[config.mk]
export PLATFORM = sky130hd
export DESIGN_NAME = captura_operandos_alu_flat
export DESIGN_NICKNAME = d
export VERILOG_FILES = /design/src/rtl/captura_operandos_alu_if.sv /design/src/rtl/captura_operandos_alu.sv /design/src/flat_wrapper.sv
export SDC_FILE = /design/constraint.sdc
export NUM_CORES = 1
export LEC_CHECK = 0
export CORE_UTILIZATION = 40
export DETAILED_ROUTE_END_ITERATION = 6
export DONT_BUFFER_PORTS = 1
export GPL_TIMING_DRIVEN = 0
export HOLD_SLACK_MARGIN = 0.1
export PLACE_DENSITY_LB_ADDON = 0.1
export SYNTH_ARGS = -nofsm -noshare
export SYNTH_HDL_FRONTEND = slang
export SYNTH_SLANG_ARGS = --single-unit
[constraint.sdc]
create_clock -name clk -period 1.55 [get_ports clk]
set_input_delay 0.31 -clock clk [delete_from_list [all_inputs] [get_ports clk]]
set_output_delay 0.31 -clock clk [all_outputs]
set_load 0.005 [all_outputs]
[src/rtl/captura_operandos_alu_if.sv]
// Bus between the operand-capture front-end and its surroundings:
// switch/button inputs, the ALU result coming back, and the registered
// operands, result and status going out.
interface captura_operandos_alu_if #(
    parameter int n_bits         = 8,
    parameter int ancho_contador = 8
);
    logic [n_bits-1:0]         datos;
    logic                      cargar;
    logic                      deshacer;
    logic                      encadenar;
    logic [n_bits-1:0]         resultado_alu;
    logic [n_bits-1:0]         entrada_a;
    logic [n_bits-1:0]         entrada_b;
    logic [1:0]                operacion;
    logic [n_bits-1:0]         resultado;
    logic                      listo;
    logic [2:0]                estado;
    logic [ancho_contador-1:0] contador_ops;

    // Board / ALU side: drives switches, strobes and the ALU result.
    modport master (
        output datos, cargar, deshacer, encadenar, resultado_alu,
        input  entrada_a, entrada_b, operacion, resultado, listo, estado, contador_ops
    );

    // Capture front-end side.
    modport slave (
        input  datos, cargar, deshacer, encadenar, resultado_alu,
        output entrada_a, entrada_b, operacion, resultado, listo, estado, contador_ops
    );
endinterface

[src/rtl/captura_operandos_alu.sv]
// Operand capture front-end for the generalized ALU. Collects A, B and the
// op code one strobe at a time, latches the ALU result for display, and
// supports undo of the last capture and chaining of the result into A.
module captura_operandos_alu #(
    parameter int n_bits         = 8,
    parameter int ancho_contador = 8
) (
    input logic                    clk,
    input logic                    resetN,
    captura_operandos_alu_if.slave bus
);
    localparam logic [2:0] ESPERA_A  = 3'b000;
    localparam logic [2:0] ESPERA_B  = 3'b001;
    localparam logic [2:0] ESPERA_OP = 3'b010;
    localparam logic [2:0] CALCULO   = 3'b011;
    localparam logic [2:0] MOSTRAR   = 3'b100;

    logic [2:0]                state_q, state_d;
    logic [n_bits-1:0]         a_q, a_d;
    logic [n_bits-1:0]         b_q, b_d;
    logic [1:0]                op_q, op_d;
    logic [n_bits-1:0]         res_q, res_d;
    logic                      listo_q, listo_d;
    logic [ancho_contador-1:0] cnt_q, cnt_d;

    // Undo wins over load when both strobes arrive together.
    logic captura;
    assign captura = bus.cargar && !bus.deshacer;

    // State register.
    always_ff @(posedge clk or negedge resetN) begin
        if (!resetN) begin
            state_q <= ESPERA_A;
        end else begin
            state_q <= state_d;
        end
    end

    // Next-state logic; unused encodings fall back to ESPERA_A.
    always_comb begin
        state_d = state_q;
        case (state_q)
            ESPERA_A: begin
                if (captura) state_d = ESPERA_B;
            end
            ESPERA_B: begin
                if (bus.deshacer)    state_d = ESPERA_A;
                else if (bus.cargar) state_d = ESPERA_OP;
            end
            ESPERA_OP: begin
                if (bus.deshacer)    state_d = ESPERA_B;
                else if (bus.cargar) state_d = CALCULO;
            end
            CALCULO: begin
                state_d = MOSTRAR;
            end
            MOSTRAR: begin
                if (bus.deshacer)    state_d = ESPERA_OP;
                else if (bus.cargar) state_d = bus.encadenar ? ESPERA_B : ESPERA_A;
            end
            default: begin
                state_d = ESPERA_A;
            end
        endcase
    end

    // Output/datapath next values: every register holds unless its capture fires.
    always_comb begin
        a_d     = a_q;
        b_d     = b_q;
        op_d    = op_q;
        res_d   = res_q;
        cnt_d   = cnt_q;
        listo_d = 1'b0;
        case (state_q)
            ESPERA_A: begin
                if (captura) a_d = bus.datos;
            end
            ESPERA_B: begin
                if (captura) b_d = bus.datos;
            end
            ESPERA_OP: begin
                if (captura) op_d = bus.datos[1:0];
            end
            CALCULO: begin
                // Operands are registered, so the ALU output is already settled here.
                res_d   = bus.resultado_alu;
                listo_d = 1'b1;
                cnt_d   = cnt_q + ancho_contador'(1);
            end
            MOSTRAR: begin
                if (captura && bus.encadenar) a_d = res_q;
            end
            default: begin
            end
        endcase
    end

    // Datapath registers.
    always_ff @(posedge clk or negedge resetN) begin
        if (!resetN) begin
            a_q     <= '0;
            b_q     <= '0;
            op_q    <= 2'b00;
            res_q   <= '0;
            listo_q <= 1'b0;
            cnt_q   <= '0;
        end else begin
            a_q     <= a_d;
            b_q     <= b_d;
            op_q    <= op_d;
            res_q   <= res_d;
            listo_q <= listo_d;
            cnt_q   <= cnt_d;
        end
    end

    assign bus.entrada_a    = a_q;
    assign bus.entrada_b    = b_q;
    assign bus.operacion    = op_q;
    assign bus.resultado    = res_q;
    assign bus.listo        = listo_q;
    assign bus.estado       = state_q;
    assign bus.contador_ops = cnt_q;
endmodule
[src/flat_wrapper.sv]
// flat-port wrapper written by rule: the top's interface ports become plain ports
module captura_operandos_alu_flat 
#(
    parameter int n_bits         = 8,
    parameter int ancho_contador = 8
)
  (clk, resetN, bus_datos, bus_cargar, bus_deshacer, bus_encadenar, bus_resultado_alu, bus_entrada_a, bus_entrada_b, bus_operacion, bus_resultado, bus_listo, bus_estado, bus_contador_ops);
  captura_operandos_alu_if #(.n_bits(n_bits), .ancho_contador(ancho_contador)) bus_i ();
  input logic clk;
  input logic resetN;
  input wire logic [$bits(bus_i.datos)-1:0] bus_datos;
  input wire logic [$bits(bus_i.cargar)-1:0] bus_cargar;
  input wire logic [$bits(bus_i.deshacer)-1:0] bus_deshacer;
  input wire logic [$bits(bus_i.encadenar)-1:0] bus_encadenar;
  input wire logic [$bits(bus_i.resultado_alu)-1:0] bus_resultado_alu;
  output wire logic [$bits(bus_i.entrada_a)-1:0] bus_entrada_a;
  output wire logic [$bits(bus_i.entrada_b)-1:0] bus_entrada_b;
  output wire logic [$bits(bus_i.operacion)-1:0] bus_operacion;
  output wire logic [$bits(bus_i.resultado)-1:0] bus_resultado;
  output wire logic [$bits(bus_i.listo)-1:0] bus_listo;
  output wire logic [$bits(bus_i.estado)-1:0] bus_estado;
  output wire logic [$bits(bus_i.contador_ops)-1:0] bus_contador_ops;
  assign bus_i.datos = bus_datos;
  assign bus_i.cargar = bus_cargar;
  assign bus_i.deshacer = bus_deshacer;
  assign bus_i.encadenar = bus_encadenar;
  assign bus_i.resultado_alu = bus_resultado_alu;
  assign bus_entrada_a = bus_i.entrada_a;
  assign bus_entrada_b = bus_i.entrada_b;
  assign bus_operacion = bus_i.operacion;
  assign bus_resultado = bus_i.resultado;
  assign bus_listo = bus_i.listo;
  assign bus_estado = bus_i.estado;
  assign bus_contador_ops = bus_i.contador_ops;
  captura_operandos_alu #(.n_bits(n_bits), .ancho_contador(ancho_contador)) u_core (.clk(clk), .resetN(resetN), .bus(bus_i));
endmodule
After elaboration in Yosys (flattened, before gate mapping)
Cells that the tools add are included.
{ "word_totals": {"register_bits": 38, "input_bits": 21, "out_inout_bits": 38} }
{ "op_classes": {"add_sub_neg": 1, "n_eq_ne": 9, "muxes": 13, "n_reduce_logical": 9} }
{ "op_table": {"columns": ["op", "n"], "rows": [
  ["3-bit two-way mux", 7],
  ["8-bit two-way mux", 2],
  ["8-bit one-hot mux with 2 select lines", 1],
  ["3-bit one-hot mux with 5 select lines", 1],
  ["3-bit != test, second input constant", 3],
  ["8-bit by 1-bit adder with 8-bit output, second input constant", 1],
  ["3-bit by 2-bit equality test with 1-bit output, second input constant", 2],
  ["2-bit by 1-bit != test with 1-bit output, second input constant", 2],
  ["2-bit AND reduction", 2],
  ["4-bit AND reduction", 1],
  ["3-bit by 1-bit equality test with 1-bit output, second input constant", 1],
  ["3-bit equality test, second input constant", 1],
  ["3-bit zero test", 1],
  ["3-bit AND reduction", 1],
  ["1-bit logical AND", 2],
  ["1-bit two-way mux", 2],
  ["2-bit nonzero test", 1],
  ["1-bit zero test", 1]
]} }

Longest topological paths before layout
Gate-level depths: netlist of the first run.
{ "depth": {"ltp_word": 5, "depth_mapped": 6, "depth_no_buf": 4} }

Worst setup path before layout of the first run
Ideal clock, no wire load.
{ "synth_path": {"kind": "register -> register", "startpoint": "register u_core.state_q[1] (netlist: u_core.bus.estado[1])", "endpoint": "register u_core.a_q[3] (netlist: u_core.bus.entrada_a[3])", "setup_time_ns": 0.143, "t_arrival_ns": 1.488, "t_required_ns": 1.407, "path_slack_ns": -0.082, "path_stages_with_launch": 7, "cell_sequence": "dfrtp_1 -> buf_6 -> or4b_1 -> buf_2 -> buf_6 -> nor3_1 -> a211oi_1"} }
{ "synth_between": {"elab_chain_len": 3, "elab_cells_between_ends": 7, "cone_classes": "eq/ne (3); mux (1); reduce/logical (3)"} }
{ "synth_rtl": {"columns": ["item", "line", "text"], "rows": [
  ["start: declaration", "captura_operandos_alu.sv:18", "logic [2:0] state_q, state_d;"],
  ["start signal: assignment", "captura_operandos_alu.sv:35", "state_q <= state_d;"],
  ["3-bit equality test or 3-bit zero test (tied branches)", "captura_operandos_alu.sv:75", "case (state_q)"],
  ["2-bit by 1-bit != test with 1-bit output (no source line) or 2-bit nonzero test (tied branches)", null, null],
  ["3-bit AND reduction (no source line)", null, null],
  ["end signal: assignment", "captura_operandos_alu.sv:102", "a_q <= '0;"],
  ["end signal: assignment", "captura_operandos_alu.sv:109", "a_q <= a_d;"],
  ["end: declaration", "captura_operandos_alu.sv:19", "logic [n_bits-1:0] a_q, a_d;"]
]} }
Several ways; a longest one is shown, not always the timed one.
A chain may end at the register's enable or synchronous reset.

Worst setup path after layout of the first run
{ "layout_path": {"startpoint": "register u_core.state_q[0] (netlist: u_core.bus.estado[0])", "endpoint": "register u_core.a_q[6] (netlist: u_core.bus.entrada_a[6])"} }
Same word-level chain as after synthesis.

==> qor.yml, run 1 <==
run_status:
  status: "complete, but fails checks"
  violations: "setup timing"
worst_setup_path:
  cp_cell_sequence: "buf_6, or4b_4, buf_12, nor3_2, a211oi_2"
  path_class: "reg -> reg"
  critPathMaxFanout: 10
  cp_slowest_stage_delay_ns: 0.58
  crit_path_start_kind: "flop"
  reg2reg_to: "u_core.bus.entrada_a[6]"
  end_kind: "flop"
  reg2reg_slack_ns: -0.08
  crit_arrival_ns: 1.79
  crit_required_ns: 1.70
  reg2reg_depth: 5
  slowest_stage: "or4b_4"
  r2r_start: "u_core.bus.estado[0]"
synth:
  synthMuxAreaShare_pct: 7.00
  synth_fa_ha_area_share_pct: 0.714
  synth_top_family_by_area: "simple AND/OR/NAND/NOR gates"
  avgSynthCellArea_um2: 10.7
  synth.cell_area_um2: 1750
  synth_xor_area_share_pct: 3.50
  ys_types: 30
  syn-instance-count: 163
  ys_ff_latch: 38
  ys_warn_count: 0
  syn-num-nets: 185
  synth-simple-area-share_pct: 23.0
  synth_compound_area_share_pct: 8.21
  yosysSeqAreaShare_pct: 54.3
power:
  cellPowerDensity_nw_per_um2: 1620
  peakVddDrop_mv: 0.661
  p_leak_uw: 0.000913
cells_and_area:
  stdcell_count: 225
  seqCellArea_um2: 951
  fillerInstances: 372
  num_antenna_cells: 0
  syn2layout_area_growth_pct: 17.1
  multi_input_area_um2: 802
  num-nets-final: 196
  postLayoutCellArea_um2: 2050
  layout-drive-gt1-share_pct: 24.6
timing:
  setup_viol: 8
  clock_skew_ns: 0.00457
  layout_setup_ws_ns: -0.0844
  fmax_ghz: 0.612
  drv_slew: 0
  finalCriticalPeriod_ns: 1.63
  hold_viol_final: 0
  finalCritPeriodShare_pct: 105
  timing_worst_slew_pin_value_ns: 0.531
  slew_headroom_pct: 64.4
  rsz0062_at_grt: "yes"
placed_design:
  dp_slack_ns: -0.209
  placed_cells: 213
  dpl.hpwl_mm: 2.75
  port_buffers: 0
  place_congestion: 0.824
  place_area_um2: 1860
detailed_routing:
  drtPass1Iterations: 4
  ant_nets: 0
  drcViolationCount: 0
  vias: 1224
  via_per_inst: 5.44
  drtIter0Drc: 38
  wirelength_mm: 3.85
  avgRoutedWirePerCell_um: 17.1
global_route:
  grt_pass1_wl_mm: 6.14
  grt.overflow.total: 0
  grt_max_degree: 39
  grt_pass1_vias: 1248
  grt_use_total_pct: 18.4
  grt_antenna_before_repair: 0
clock_tree:
  worstSkewPairLatency_ns: 0.28
  clock_path_buffers: 2
  root_buffer: "clkbuf_8"
  cts_tree: "done"
  numCtsBuffers: 5
  htreeDepth: 2
  path_clk_slew_ns: 0.07
  clock-sinks: 38
hold_path:
  hold_depth: 2
  holdPathEnd: "u_core.bus.resultado[2]"
  min_from: "bus_resultado_alu[2]"
  min_path_type: "in -> reg"
floorplan:
  dieArea_um2: 4650
  rows: 23
  start_util_pct: 42.6
  core_area_um2: 4120
  dieHeight_um: 68.2
  die-width_um: 68.2
  ios: 59
job:
  drv_cap: 0
-- cell families (layout without fill, tap and decap cells) --
logic type / count (synthesis) / after routing
DFF: 38 / 38
AOI/OAI and AO/OA: 19 / 19
buffers and inverters: 10 / 22
muxes: 11 / 11
adders and majority gates: 1 / 1
xor gates and xnor gates: 7 / 7
and+or+nand+nor: 77 / 77
-- Yosys cell counts, drive strengths merged --
master | n | area, um2
nand4 | 3 | 18.8
a211oi | 8 | 60.1
nand3b | 1 | 7.51
mux2i | 1 | 10.0
buf | 6 | 42.5
a22oi | 1 | 7.51
mux2 | 10 | 113
nor2b | 1 | 6.26
xnor2 | 4 | 35.0
and3 | 1 | 6.26
nand2b | 10 | 62.6
nor3 | 10 | 60.1
nor2 | 11 | 41.3
nor3b | 3 | 22.5
nand3 | 1 | 5.00
a22o | 1 | 8.76
clkbuf | 3 | 11.3
nor4b | 2 | 38.8
o22ai | 8 | 62.6
o21ai | 1 | 5.00
or4b | 1 | 10.0
dfrtp | 38 | 951
xor2 | 3 | 26.3
ha | 1 | 12.5
inv | 1 | 3.75
nand2 | 33 | 124
-- flip-flops by register name (all words and copies together) (netlist names) --
name and flops:
u_core.bus.contador_ops 8, u_core.bus.entrada_a 8, u_core.bus.entrada_b 8, u_core.bus.resultado 8
u_core.bus.estado 3, u_core.bus.operacion 2, u_core.bus.listo 1
-- area by class of cell --
type	instances	share of cell area [%]
Buffer	8	3.41
Tap cell	50	3.05
Clock buffer	8	5.37
Multi-Input combinational cell	115	39.1
Timing Repair Buffer	5	2.56
Sequential cell	38	46.3
Inverter	1	0.183
-- critical path, delay by kind of cell (launching register included) --
family | cells | cell delay [ns]
buffers and inverters | 2 | 0.32
AOI/OAI and AO/OA | 1 | 0.05
and+or+nand+nor | 2 | 0.73
DFF | 1 | 0.40
-- where the power goes --
group	internal, uW	leakage [uW]	switching [uW]
Sequential	1370	0.000466	393
Combinational	426	0.000389	360
Clock	449	0.0000575	332
-- worst max-delay path by stage --
stage / startpoint / endpoint / cells past startpoint
after detailed placement: u_core.bus.estado[1] / u_core.bus.entrada_a[6] / 4
after floorplan: u_core.bus.estado[0] / u_core.bus.entrada_a[5] / 6
after global placement: u_core.bus.estado[1] / u_core.bus.entrada_a[2] / 4
after CTS: u_core.bus.estado[0] / u_core.bus.entrada_a[0] / 6
final: u_core.bus.estado[0] / u_core.bus.entrada_a[6] / 5
after global routing: u_core.bus.estado[0] / u_core.bus.entrada_a[2] / 5
-- cell usage in the layout, fill, tap and decap left out --
cell / n
o22ai_2: 2
nor2b_1: 1
nor4b_4: 2
or4b_4: 1
inv_1: 1
nor3b_1: 2
a22o_1: 1
a22oi_1: 1
nand3_1: 1
buf_4: 4
mux2_2: 10
mux2i_1: 1
o22ai_1: 6
o21ai_0: 1
buf_6: 2
nand2b_1: 10
buf_12: 2
dlygate4sd3_1: 1
nor3_1: 2
clkbuf_1: 2
clkbuf_4: 1
nand2_1: 33
xor2_1: 3
nand3b_1: 1
ha_1: 1
a211oi_1: 7
a211oi_2: 1
clkbuf_2: 1
nor3_4: 1
dfrtp_1: 38
nor3_2: 7
and3_1: 1
nor3b_2: 1
clkbuf_8: 8
xnor2_1: 4
nand4_1: 3
nor2_1: 11
-- routing by layer --
layer  GRT usage (%)  routed length, um  vias up
met5               0                  0        -
met4            6.25                 46        0
met3            7.83                312        6
met2            27.2               1650       54
met1            23.9               1840      582
li1                -                  -      582
-- through the flow --
step / hold WS, ns / TNS [ns] / total power, uW / utilization [%]
6_report: 0.130 / -0.522 / 3330 / 49.9
2_1_floorplan: 0.0144 / -0.349 / 2290 / -
4_1_cts: 0.119 / -0.897 / 3380 / 49.7
3_5_place_dp: 0.0151 / -4.14 / 2520 / 45.2
3_3_place_gp: 0.0152 / -2.65 / 2460 / 45.2
5_1_grt: 0.129 / -1.42 / 3590 / 49.9
-- what timing repair did --
action                                  in CTS  in global routing
setup buffers                                3                  0
endpoints found under the setup margin      33                 21
hold endpoints to repair                    38                  0
resized for setup                            5                  4
hold buffers                                 2                  0
pin swaps                                    1                  0
No activity file was read; power rests on OpenSTA's default activity.
==> run 2: changes to the inputs <==
--- a/config.mk
+++ b/config.mk
@@ -8,9 +8,11 @@
 export CORE_UTILIZATION = 40
 export DETAILED_ROUTE_END_ITERATION = 6
 export DONT_BUFFER_PORTS = 1
+export GPL_ROUTABILITY_DRIVEN = 0
 export GPL_TIMING_DRIVEN = 0
 export HOLD_SLACK_MARGIN = 0.1
 export PLACE_DENSITY_LB_ADDON = 0.1
+export SLEW_MARGIN = 40
 export SYNTH_ARGS = -nofsm -noshare
 export SYNTH_HDL_FRONTEND = slang
 export SYNTH_SLANG_ARGS = --single-unit
==> results of run 2 <==
No change in the layout: final DEF, timing and power equal those of run 1.
